===== config.mk =====
export PLATFORM = sky130hd
export DESIGN_NAME = sprite_table_sink
export DESIGN_NICKNAME = d
export VERILOG_FILES = /design/src/rtl/sprite_pkg.sv /design/src/rtl/sprite_line_match.sv /design/src/rtl/sprite_table_sink.sv
export SDC_FILE = /design/constraint.sdc
export NUM_CORES = 1
export LEC_CHECK = 0
export ABC_AREA = 1
export CAP_MARGIN = 20
export CORE_ASPECT_RATIO = 1.4
export CORE_MARGIN = 1.5
export CORE_UTILIZATION = 55
export CTS_CLUSTER_DIAMETER = 40
export DETAILED_ROUTE_END_ITERATION = 8
export PLACE_DENSITY = 0.72
export SYNTH_ARGS = -nofsm -noshare
export SYNTH_HDL_FRONTEND = slang
export SYNTH_HIERARCHICAL = 1
export SYNTH_SLANG_ARGS = --single-unit

===== constraint.sdc =====
create_clock -name i_clk -period 5.6 [get_ports i_clk]
set_clock_uncertainty 0.15 [all_clocks]
set_input_delay 1.12 -clock i_clk [delete_from_list [all_inputs] [get_ports i_clk]]
set_output_delay 1.12 -clock i_clk [all_outputs]
set_load 0.05 [all_outputs]

===== src/rtl/sprite_pkg.sv =====
// rtl/sprite_pkg.sv - shared sizes, scan FSM states and slot layout for the sprite table sink
package sprite_pkg;

  localparam int N_SPR    = 32;
  localparam int SPR_W    = 16;
  localparam int SPR_H    = 16;
  localparam int MAX_LINE = 4;
  localparam int V_LAST   = 479;

  localparam int IDX_W = 5;
  localparam int X_W   = 10;
  localparam int Y_W   = 9;
  localparam int COL_W = 4;
  localparam int ROW_W = 4;
  localparam int CNT_W = 3;

  typedef enum logic [1:0] {
    ST_IDLE = 2'd0,
    ST_SCAN = 2'd1,
    ST_DONE = 2'd2
  } scan_state_t;

  typedef struct packed {
    logic [IDX_W-1:0] idx;
    logic [X_W-1:0]   x;
    logic [ROW_W-1:0] row;
  } slot_t;

endpackage


===== src/rtl/sprite_line_match.sv =====
// rtl/sprite_line_match.sv - decides whether one table entry covers the next line and its texel row
module sprite_line_match
  import sprite_pkg::*;
(
  input  logic             i_vis,
  input  logic [Y_W-1:0]   i_y,
  input  logic [Y_W-1:0]   i_nl,
  output logic             o_match,
  output logic [ROW_W-1:0] o_row
);

  // 10-bit unsigned difference; nl < y never matches, so there is no wrap across line 0
  logic [9:0] w_diff;

  assign w_diff  = {1'b0, i_nl} - {1'b0, i_y};
  assign o_match = i_vis && (i_nl >= i_y) && (w_diff < 10'(SPR_H));
  assign o_row   = w_diff[ROW_W-1:0];

endmodule


===== src/rtl/sprite_table_sink.sv =====
// rtl/sprite_table_sink.sv - sprite table, per-line scan and per-pixel hit; SPRITE_SHADOW_EN adds a frame-synchronous shadow table
module sprite_table_sink
  import sprite_pkg::*;
(
  input  logic             i_clk,
  input  logic             i_reset,
  input  logic [IDX_W-1:0] i_sprite_sel,
  input  logic [X_W-1:0]   i_sprite_x,
  input  logic [Y_W-1:0]   i_sprite_y,
  input  logic             i_sprite_pos,
  input  logic             i_sprite_attr,
  input  logic             i_sprite_vis,
  input  logic             i_line_start,
  input  logic             i_frame_start,
  input  logic [X_W-1:0]   i_hcount,
  input  logic [Y_W-1:0]   i_vcount,
  output logic             o_spr_hit,
  output logic [IDX_W-1:0] o_spr_idx,
  output logic [COL_W-1:0] o_spr_col,
  output logic [ROW_W-1:0] o_spr_row,
  output logic             o_spr_ovf,
  output logic             o_scan_busy
);

  logic [X_W-1:0]   r_x [N_SPR];
  logic [Y_W-1:0]   r_y [N_SPR];
  logic [N_SPR-1:0] r_vis;

`ifdef SPRITE_SHADOW_EN
  logic [X_W-1:0]   r_sh_x [N_SPR];
  logic [Y_W-1:0]   r_sh_y [N_SPR];
  logic [N_SPR-1:0] r_sh_vis;

  // a write coinciding with frame_start overrides the copy so it reaches the live table too
  always_ff @(posedge i_clk or negedge i_reset) begin
    if (!i_reset) begin
      for (int i = 0; i < N_SPR; i++) begin
        r_x[i]    <= '0;
        r_y[i]    <= '0;
        r_sh_x[i] <= '0;
        r_sh_y[i] <= '0;
      end
      r_vis    <= '0;
      r_sh_vis <= '0;
    end else begin
      if (i_sprite_pos) begin
        r_sh_x[i_sprite_sel] <= i_sprite_x;
        r_sh_y[i_sprite_sel] <= i_sprite_y;
      end
      if (i_sprite_attr) r_sh_vis[i_sprite_sel] <= i_sprite_vis;
      if (i_frame_start) begin
        for (int i = 0; i < N_SPR; i++) begin
          r_x[i] <= r_sh_x[i];
          r_y[i] <= r_sh_y[i];
        end
        r_vis <= r_sh_vis;
        if (i_sprite_pos) begin
          r_x[i_sprite_sel] <= i_sprite_x;
          r_y[i_sprite_sel] <= i_sprite_y;
        end
        if (i_sprite_attr) r_vis[i_sprite_sel] <= i_sprite_vis;
      end
    end
  end
`else
  logic w_unused_frame_start;
  assign w_unused_frame_start = i_frame_start;

  always_ff @(posedge i_clk or negedge i_reset) begin
    if (!i_reset) begin
      for (int i = 0; i < N_SPR; i++) begin
        r_x[i] <= '0;
        r_y[i] <= '0;
      end
      r_vis <= '0;
    end else begin
      if (i_sprite_pos) begin
        r_x[i_sprite_sel] <= i_sprite_x;
        r_y[i_sprite_sel] <= i_sprite_y;
      end
      if (i_sprite_attr) r_vis[i_sprite_sel] <= i_sprite_vis;
    end
  end
`endif

  scan_state_t      r_state, w_state_nxt;
  logic [IDX_W-1:0] r_scan_i;
  logic [Y_W-1:0]   r_nl, w_nl_calc;
  slot_t            r_pend [MAX_LINE];
  slot_t            r_act  [MAX_LINE];
  logic [CNT_W-1:0] r_pend_n, r_act_n;
  logic             r_pend_ovf, r_act_ovf;
  logic             w_scan_en, w_match;
  logic [ROW_W-1:0] w_row;

  assign w_nl_calc = (i_vcount == Y_W'(V_LAST)) ? '0 : i_vcount + 1'b1;
  assign w_scan_en = (r_state == ST_SCAN) && !i_line_start;

  sprite_line_match u_match (
    .i_vis   (r_vis[r_scan_i]),
    .i_y     (r_y[r_scan_i]),
    .i_nl    (r_nl),
    .o_match (w_match),
    .o_row   (w_row)
  );

  // line_start restarts the scan from any state, aborting one in progress
  always_comb begin
    w_state_nxt = r_state;
    unique case (r_state)
      ST_IDLE: w_state_nxt = ST_IDLE;
      ST_SCAN: if (r_scan_i == IDX_W'(N_SPR - 1)) w_state_nxt = ST_DONE;
      ST_DONE: w_state_nxt = ST_IDLE;
      default: w_state_nxt = ST_IDLE;
    endcase
    if (i_line_start) w_state_nxt = ST_SCAN;
  end

  always_ff @(posedge i_clk or negedge i_reset) begin
    if (!i_reset) begin
      r_state    <= ST_IDLE;
      r_scan_i   <= '0;
      r_nl       <= '0;
      r_pend_n   <= '0;
      r_act_n    <= '0;
      r_pend_ovf <= 1'b0;
      r_act_ovf  <= 1'b0;
      for (int k = 0; k < MAX_LINE; k++) begin
        r_pend[k] <= '0;
        r_act[k]  <= '0;
      end
    end else begin
      r_state <= w_state_nxt;
      if (i_line_start) begin
        r_nl       <= w_nl_calc;
        r_scan_i   <= '0;
        r_act      <= r_pend;
        r_act_n    <= r_pend_n;
        r_act_ovf  <= r_pend_ovf;
        r_pend_n   <= '0;
        r_pend_ovf <= 1'b0;
      end else if (w_scan_en) begin
        r_scan_i <= r_scan_i + 1'b1;
        if (w_match) begin
          if (r_pend_n < CNT_W'(MAX_LINE)) begin
            r_pend[r_pend_n[1:0]] <= slot_t'{idx: r_scan_i, x: r_x[r_scan_i], row: w_row};
            r_pend_n <= r_pend_n + 1'b1;
          end else begin
            r_pend_ovf <= 1'b1;
          end
        end
      end
    end
  end

  logic [X_W-1:0]      w_dx [MAX_LINE];
  logic [MAX_LINE-1:0] w_slot_hit;
  logic [1:0]          w_win;

  for (genvar k = 0; k < MAX_LINE; k++) begin : g_slot
    assign w_dx[k]       = i_hcount - r_act[k].x;
    assign w_slot_hit[k] = (CNT_W'(k) < r_act_n) && (i_hcount >= r_act[k].x)
                           && (w_dx[k] < X_W'(SPR_W));
  end

  // walk from the top so the lowest hitting slot is the one left in w_win
  always_comb begin
    w_win = '0;
    for (int k = MAX_LINE - 1; k >= 0; k--) begin
      if (w_slot_hit[k]) w_win = 2'(k);
    end
  end

  logic             r_hit;
  logic [IDX_W-1:0] r_idx;
  logic [COL_W-1:0] r_col;
  logic [ROW_W-1:0] r_row;

  always_ff @(posedge i_clk or negedge i_reset) begin
    if (!i_reset) begin
      r_hit <= 1'b0;
      r_idx <= '0;
      r_col <= '0;
      r_row <= '0;
    end else begin
      r_hit <= |w_slot_hit;
      if (|w_slot_hit) begin
        r_idx <= r_act[w_win].idx;
        r_col <= w_dx[w_win][COL_W-1:0];
        r_row <= r_act[w_win].row;
      end
    end
  end

  assign o_spr_hit   = r_hit;
  assign o_spr_idx   = r_idx;
  assign o_spr_col   = r_col;
  assign o_spr_row   = r_row;
  assign o_spr_ovf   = r_act_ovf;
  assign o_scan_busy = (r_state != ST_IDLE);

endmodule


* Word level (Yosys, flattened, before mapping)
Cells that the tools add are included.
Word-level totals: input bits 50, word-level logic and storage cells 209, output and inout bits 16, bits in registers 830
Operators by class: reduce and logical (&&, ||, !) cells 23, add/sub/neg operators 8, muxes and demuxes 44, order comparisons 24, equality and inequality tests 5, bitwise operators 5
Operators by type and width (count):
- $bwmux W320 | 1
- $bwmux W288 | 1
- $bwmux W76 | 1
- $mux W19 | 3
- $bmux W10 S5 | 1
- $demux W10 S5 | 1
- $lt A10 B5 Y1 const B | 5
- $bmux W9 S5 | 1
- $demux W9 S5 | 1
- $ge A10 B10 Y1 | 4
- $sub A10 B10 Y10 | 4
- $bmux W19 S2 | 1
- $demux W19 S2 | 1
- $mux W9 | 4
- $bwmux W32 | 1
- $mux W10 | 3
- $bmux W10 S2 | 1
- $logic_and A1 B1 Y1 | 14
- $mux W2 | 7
- $ge A6 B6 Y1 const B | 2
- $lt A5 B6 Y1 const B | 2
- $mux W3 | 4
- $not A5 Y6 | 2
- $mux W5 | 2
- other kinds (28) | 42

* Longest topological paths before layout
Gate-level depths: netlist (run 1).
depth after elaboration 11, depth in mapped cells 31, mapped depth without buffers 25

* Cells and area by module
The synthesis (run 1) kept the hierarchy.
By module, submodules not included:
- sprite_table_sink | cells an instance 4608, sequential area each 20769.9 µm², area each 38508.2 µm², times used 1
- sprite_line_match | cells an instance 124, sequential area each 0.0 µm², area each 619.3 µm², times used 1

* Worst setup path after synthesis (run 1)
Ideal clock, no wire load.
kind register -> register, from reg r_scan_i[0], to reg r_pend[21] (netlist name), arrival time 4.183 ns, library setup time 0.125 ns, path buffers 5, cell stages (with the launch flop) 28, setup slack 1.142 ns, clock period less this slack 4.458 ns, data required time 5.325 ns, cells stage by stage dfrtp_1 > buf_2 > inv_2 > buf_2 > buf_2 > clkbuf_1 > nor2_1 > o221ai_1 > nand3_1 > a32oi_1 > ha_1 > inv_1 > fa_1 > nand2_1 > nand2_1 > nand3_1 > nand3_1 > nand2_1 > nand2_1 > inv_1 > nand2_1 > nor2_1 > nand3_1 > nor2_1 > inv_1 > nor2_2 > buf_2 > mux2_2
On the way: word-level cells in the longest chain between the ends 8, elaborated cells between the ends (all ways) 13, those cells by class 1 x add/sub; 2 x order compare; 6 x mux; 1 x bitwise; 3 x reduce/logical
RTL lines:
- from (decl) | line sprite_table_sink.sv:87 | logic [IDX_W-1:0] r_scan_i;
- from (signal assigned) | line sprite_table_sink.sv:143 | r_scan_i <= r_scan_i + 1'b1;
- $not A5 Y6 (implied by the code) | line sprite_table_sink.sv:101 | .i_y (r_y[r_scan_i]),
- $bmux W9 S5 | line sprite_table_sink.sv:101
- $mux W9 (implied by the code) (2 in a row) | line sprite_table_sink.sv:101
- $sub A9 B9 Y10 or $ge A9 B9 Y1 (tied branches) | line sprite_line_match.sv:15, sprite_line_match.sv:16
- $lt A10 B5 Y1 or $logic_and A1 B1 Y1 (tied branches) | line sprite_line_match.sv:16 | assign o_match = i_vis && (i_nl >= i_y) && (w_diff < 10'(SPR_H));
- $logic_and A1 B1 Y1 * | line sprite_line_match.sv:16
- named net w_match | line sprite_table_sink.sv:93 | logic w_scan_en, w_match;
- $reduce_and A4 Y1 (no source line) *
- to (signal, indexed assignment) | line sprite_table_sink.sv:146 | r_pend[r_pend_n[1:0]] <= slot_t'{idx: r_scan_i, x: r_x[r_scan_i], row: w_row};
- to (decl) | line sprite_table_sink.sv:89 | slot_t r_pend [MAX_LINE];
The timed path passes the listed nets; every way through them passes the cells marked *. The select of a mux whose other input is x is not followed. A chain may end at the register's enable or synchronous reset.

* Worst setup path after layout (run 1)
from reg r_scan_i[0], to reg r_pend[27] (netlist name)
Same word-level chain as after synthesis.

==> impl_metrics.csv, run 1 <==
group,metric,value,unit
layout,layout_common_cells,"nand2_1 (1106), o21ai_0 (1097), dfrtp_1 (826)",
setup_path,r2r_start,"r_scan_i[0]",
cts,hold_buffers,0,
yosys,netlist_area,0.0391,mm²
detailed_routing,wl,111000,µm
setup_path,path_cells,"buf_12 -> buf_4 -> o21ai_0 -> o22ai_1 -> nor2_1 -> nor2_1 -> o21ai_0 -> a32oi_1 -> inv_1 -> ha_1 -> nand2_1 -> nor2_1 -> nand3_1 -> nand3_1 -> nand4_1 -> nor2_1 -> nand3_1 -> nor2_1 -> inv_1 -> nor2_2 -> buf_12 -> mux2_2",
cts,cts_buffers,95,
cts,cts_root_buf,"clkbuf_16",
cts,cts_setup_buffers,0,
yosys,syn_inst,4732,
timing,rsz0062_at_grt,"no",
place,placed_area,0.0404,mm²
setup_path,cpMostUsedCell,"nor2_1",
run_status,status,"finished with violations",
detailed_routing,via_count,33000,
timing,worst_slack,528,ps
cts,h-tree-depth,3,
yosys,yosysSeqAreaShare,53.1,%
cts,clock-sinks,830,
setup_path,crit_start,"r_scan_i[0]",
layout,area_growth,11.7,%
detailed_routing,first_iter_violations,3560,
grt,grt_use_total,30.9,%
worst_hold_path,min_path_cells,2,
detailed_routing,antenna_left,0,
timing,finalSetupViolCount,0,
yosys,ys_warn_count,6,
die,die_x,228,µm
grt,antenna_found_initial,1,
layout,drive_gt1_share,7.47,%
yosys,ys.flop_type,"dfrtp_1",
setup_path,worstSetupPathType,"reg -> reg",
detailed_routing,avgRoutedWirePerCell,19.7,µm
yosys,synth_top_area_share,53.1,%
yosys,synth-seq-cells,830,
setup_path,cp-end-kind,"register",
die,core,0.0704,mm²
die,initial_core_util,55.6,%
cts,clock_latency,660,ps
detailed_routing,drtPass1Iterations,9,
layout,nets,4731,
setup_path,crit_required,5970,ps
setup_path,r2r_slack,530,ps
setup_path,cp-endpoint,"r_pend[27]",
timing,finalHoldViolations,0,
cts,cts-resized-gates,0,
run_status,violations,"DRC",
place,gp_congestion,0.886,
grt,grt_start_max_net_pins,152,
cts,clock_path_buffers,3,
die,boundaryPins,66,
layout,final_common_cell,"nand2_1",
timing,tightest_slew,1100,ps
setup_path,crit_path_start_kind,"register",
cts,clk_pin_slew,70,ps
timing,fmaxAchievable,0.197,GHz
yosys,synth_cell_types,44,
die,die-height,319,µm
yosys,avgSynthCellArea,8.27,µm²
setup_path,reg2reg_depth,22,
pwr,power.leakage,20.4,nW
yosys,syn-num-nets,4843,
pwr,power_density,374,mW/mm²
place,port_buffers,64,
die,num_rows,115,
detailed_routing,drc_errors,1,
layout,n_fill_cell,6043,
grt,overflow,0,
worst_hold_path,min_path_type,"reg -> reg",
layout,postLayoutCellArea,0.0437,mm²
setup_path,crit_path_max_fanout,100,
pwr,finalPower,16.3,mW
timing,period_needed,5070,ps
yosys,yosys.area.top_type,"dfrtp_1",
detailed_routing,vias_per_cell,5.86,
pwr,ir_drop,0.261,mV
timing,finalMaxSlewViolations,0,
setup_path,critPathMaxStageDelay,490,ps
die,die-area,0.0728,mm²
job,max_cap_viol_count,0,
setup_path,arrival,5440,ps
setup_path,crit_slowest_cell,"buf_4",
yosys,synth_edf_count,0,
cts,cts_tree,"done",
timing,finalSetupTns,0,ps
setup_path,rr_endpoint,"r_pend[27]",
yosys,synth.area.top_cells,"dfrtp_1 (53%), o21ai_0 (14%), nand2_1 (11%)",
place,hpwl,64700,µm
timing,min_period_over_period,90.6,%
grt,grt_pass1_vias,31700,
grt,grt_pass1_wl,177000,µm
yosys,synthArstFlopShare,100,%
timing,slew_headroom,26.8,%
place,dpl_worst_slack,611,ps
## synth_stat cells, types with 9 or more instances
cell / number
ha_1: 56
nand4_1: 13
buf_1: 11
xor2_1: 14
clkbuf_1: 321
nand3_1: 157
o21ai_0: 1097
dfrtp_1: 830
buf_2: 32
o22ai_1: 115
nor2_1: 471
mux2_2: 42
a32oi_1: 9
o221ai_1: 62
a21oi_1: 42
o21a_1: 15
nand2_1: 1106
a31oi_1: 23
inv_1: 233
## critical path: cells and delay by family, from the launching register on
family / cells / cell delay, ps
buffers and inverters: 5 / 1350
AND/OR/NAND/NOR: 11 / 1250
AO/OA/AOI/OAI: 4 / 830
adder cells (fa/ha/maj): 1 / 410
flip-flops: 1 / 460
multiplexers: 1 / 350
## where the power goes
| part | internal (mW) | switching (mW) |
|---|---|---|
| sequential | 6.96 | 0.495 |
| clock | 3.73 | 2.66 |
| combinational | 0.930 | 1.57 |
| total | 11.6 | 4.73 |
## cell type report
type / count / area [µm²] / area share, %
diodes: 1 / 2.50 / 0.00573
clock buffers: 116 / 2550 / 5.83
clock inverters: 60 / 697 / 1.59
inverters: 241 / 916 / 2.10
multi-input cells: 3287 / 16000 / 36.6
flip-flops and latches: 830 / 20800 / 47.6
well taps: 936 / 1170 / 2.68
repair buffers: 165 / 1590 / 3.64
## sequential cells by signal (all words and copies together) (netlist names), 4 cells and up
| signal | count |
|---|---|
| r_nl | 9 |
| o_spr_col | 4 |
| r_act | 76 |
| r_y | 288 |
| o_spr_row | 4 |
| r_x | 320 |
| r_pend | 76 |
| r_vis | 32 |
| o_spr_idx | 5 |
| r_scan_i | 5 |
## worst min-delay path by stage
stage | start | end
after floorplan | r_pend[23] | r_act[23]
after global placement | r_pend[23] | r_act[23]
after detailed placement | r_pend[23] | r_act[23]
after CTS | r_pend[23] | r_act[23]
after global routing | r_y[195] | r_y[195]
final | r_pend[23] | r_act[23]
## routing by layer
layer	global-route usage, %	routed length (µm)	vias up
met5	0	0	-
met4	14.0	4680	0
met3	4.45	7280	266
met2	52.5	54500	1193
met1	39.1	44600	16000
li1	-	-	15500
## through the flow
step | cells | hold WS [ps] | utilization [%]
after floorplan | 4732 | 295 | -
after global placement | 5459 | 307 | 57.5
after detailed placement | 5459 | 313 | 57.5
after CTS | 5635 | 327 | 62.1
after global routing | 5636 | 345 | 62.1
final | 5636 | 323 | 62.1
## logic make-up after synthesis
| family | after synthesis | share of synthesized area (%) |
|---|---|---|
| AOI/OAI and AO/OA | 1384 | 19.1 |
| xor gates and xnor gates | 17 | 0.381 |
| adders and majority gates | 61 | 2.05 |
| buffers and inverters | 615 | 6.12 |
| DFF | 830 | 53.1 |
| muxes | 42 | 1.21 |
| and+or+nand+nor | 1783 | 18.1 |
Power figures use the tool's default switching activity.
==> inputs of run 2 (changes only) <==
--- a/config.mk
+++ b/config.mk
@@ -8,7 +8,6 @@
 export ABC_AREA = 1
 export CAP_MARGIN = 20
 export CORE_ASPECT_RATIO = 1.4
-export CORE_MARGIN = 1.5
 export CORE_UTILIZATION = 55
 export CTS_CLUSTER_DIAMETER = 40
 export DETAILED_ROUTE_END_ITERATION = 8
==> run 2 against run 1 <==
The run now ends clean. Critical path depth grew 1. Die area shrank 0.75%. Worst setup slack lost 50 ps. Clock-buffer cell count shrank 9. Clock power shrank 3%. Final cell count shrank 0.35%. Via count grew 0.18%. Maximum frequency shrank 0.97%. Critical path type unchanged. Largest cell class unchanged.
==> impl_metrics.csv, run 2 (synthesis results as in run 1) <==
group,metric,value,unit
die,die-area,0.0722,mm²
setup_path,r2r_slack,480,ps
detailed_routing,first_iter_violations,3406,
timing,slew_headroom,32.6,%
grt,antenna_found_initial,1,
cts,hold_buffers,0,
setup_path,crit_path_max_fanout,128,
cts,cts_buffers,90,
timing,period_needed,5120,ps
die,boundaryPins,66,
layout,final_core_util,61.8,%
pwr,share_comb_of_total_power,15.5,%
setup_path,cpMostUsedCell,"nor2_1",
layout,drive_gt1_share,7.22,%
grt,grt_start_max_net_pins,129,
cts,cts_setup_buffers,0,
place,dp_cells,5452,
timing,min_period_over_period,91.5,%
cts,cts_tree,"done",
setup_path,r2r_start,"r_scan_i[0]",
cts,clock_path_buffers,3,
grt,grt_pass1_wl,174000,µm
timing,rsz0062_at_grt,"no",
worst_hold_path,min_path_type,"reg -> reg",
place,hpwl,63600,µm
setup_path,critPathMaxStageDelay,480,ps
detailed_routing,avgRoutedWirePerCell,19.7,µm
cts,clock_latency,660,ps
die,die_x,227,µm
pwr,p_seq_share,46.1,%
timing,finalMaxSlewViolations,0,
die,initial_core_util,55.6,%
die,core,0.0704,mm²
grt,overflow,0,
cts,cts_root_buf,"clkbuf_16",
setup_path,cp-end-kind,"register",
layout,largest_reg_flops,320,
place,gp_congestion,0.872,
grt,grt_pass1_vias,31600,
setup_path,crit_path_start_kind,"register",
cts,cts-resized-gates,0,
run_status,status,"finished, final reports clean",
timing,finalHoldViolations,0,
cts,clock-sinks,830,
pwr,switching_power,4.68,mW
setup_path,cp-endpoint,"r_pend[46]",
pwr,clkPwrFrac,38.5,%
timing,hold_ws,321,ps
detailed_routing,wl,110000,µm
detailed_routing,vias_per_cell,5.89,
pwr,p_int,11.5,mW
layout,final_common_cell,"nand2_1",
layout,nets,4719,
setup_path,crit_slowest_cell,"dfrtp_4",
setup_path,cp.buffers_inverters,5,
layout,largest-register,"r_x",
layout,layout_common_cells,"nand2_1 (1106), o21ai_0 (1097), dfrtp_1 (826)",
die,num_rows,115,
setup_path,crit_start,"r_scan_i[0]",
layout,layout.cells.non_filler,5616,
timing,finalSetupViolCount,0,
die,die-height,318,µm
pwr,swShare,28.9,%
setup_path,worstSetupPathType,"reg -> reg",
pwr,ir_drop,0.263,mV
cts,h-tree-depth,3,
timing,finalSetupTns,0,ps
place,port_buffers,64,
layout,postLayoutCellArea,0.0435,mm²
setup_path,crit_required,5980,ps
detailed_routing,drc_errors,0,
setup_path,rr_endpoint,"r_pend[46]",
timing,fmaxAchievable,0.195,GHz
detailed_routing,drtPass1Iterations,5,
pwr,power.leakage,20.3,nW
layout,area_growth,11.2,%
cts,clk_pin_slew,70,ps
detailed_routing,antenna_left,0,
setup_path,arrival,5500,ps
timing,tightest_slew,1010,ps
layout,num_antenna_cells,0,
setup_path,path_delay_family,"simple AND/OR/NAND/NOR gates",
layout,top_regs,"r_x (320), r_y (288)",
setup_path,reg2reg_depth,23,
job,max_cap_viol_count,0,
detailed_routing,via_count,33100,
pwr,power_density,372,mW/mm²
place,placed_area,0.0404,mm²
grt,grt_use_total,31.0,%
setup_path,path_cells,"buf_12 -> o21ai_0 -> o221ai_1 -> nand3_1 -> o21ai_0 -> nor2_1 -> a31oi_1 -> inv_1 -> ha_1 -> nand2_1 -> nor2_1 -> nand3_1 -> nand4_1 -> nand2_1 -> inv_1 -> nand2_1 -> nor2_1 -> nand3_1 -> nor2_1 -> inv_1 -> nor2_2 -> buf_4 -> mux2_2",
setup_path,cp.depth,23,
## run 2: changes by cell type in the layout (fill, tap and decap cells not counted), sizes merged
| cell | change |
|---|---|
| clkinv | +1 |
| buf | -7 |
| clkinvlp | +1 |
| inv | -7 |
| diode | -1 |
| bufinv | +2 |
| clkbuf | -9 |
## run 2: worst min-delay path, stage by stage (launching register included)
cell and delay (ps):
dfrtp_1 340, nand2_1 50, o21ai_0 60
## run 2: metrics by stage
step	setup WS, ps	power, mW
after floorplan	1140	9.19
after global placement	615	9.93
after detailed placement	584	10.0
after CTS	519	16.2
after global routing	81.2	17.0
final	478	16.2
## run 2: power groups by stage
stage	clock (mW)	combinational, mW	sequential (mW)
final	6.22	2.51	7.46
after global placement	0	2.42	7.50
after CTS	6.28	2.51	7.44
after floorplan	0	1.75	7.44
after detailed placement	0	2.49	7.54
after global routing	6.54	2.88	7.56
## run 2: metal layers
metal  global-route usage [%]  part of all wire (%)  up-vias
met5                        0                     0        -
met4                     13.6                   4.1        0
met3                     4.34                   6.6      262
met2                     51.4                    49     1267
met1                     40.5                    41    16100
li1                         -                     -    15500
## run 2: area by class of cell
type                    count  area [µm²]
clock buffers             107        2390
clock inverters            57         726
fillers                  6063       26800
inverters                 241         916
multi-input cells        3287       16000
flip-flops and latches    830       20800
well taps                 936        1170
repair buffers            158        1520
## run 2: worst min-delay path by stage
stage | from | endpoint | slack [ps] | depth (start not counted)
detailed placement | r_pend[47] | r_act[47] | 310 | 2
floorplan | r_pend[23] | r_act[23] | 300 | 2
global route | r_y[158] | r_y[158] | 340 | 2
global placement | r_pend[42] | r_act[42] | 310 | 2
finish | r_pend[38] | r_act[38] | 320 | 2
CTS | r_pend[0] | r_act[0] | 320 | 2
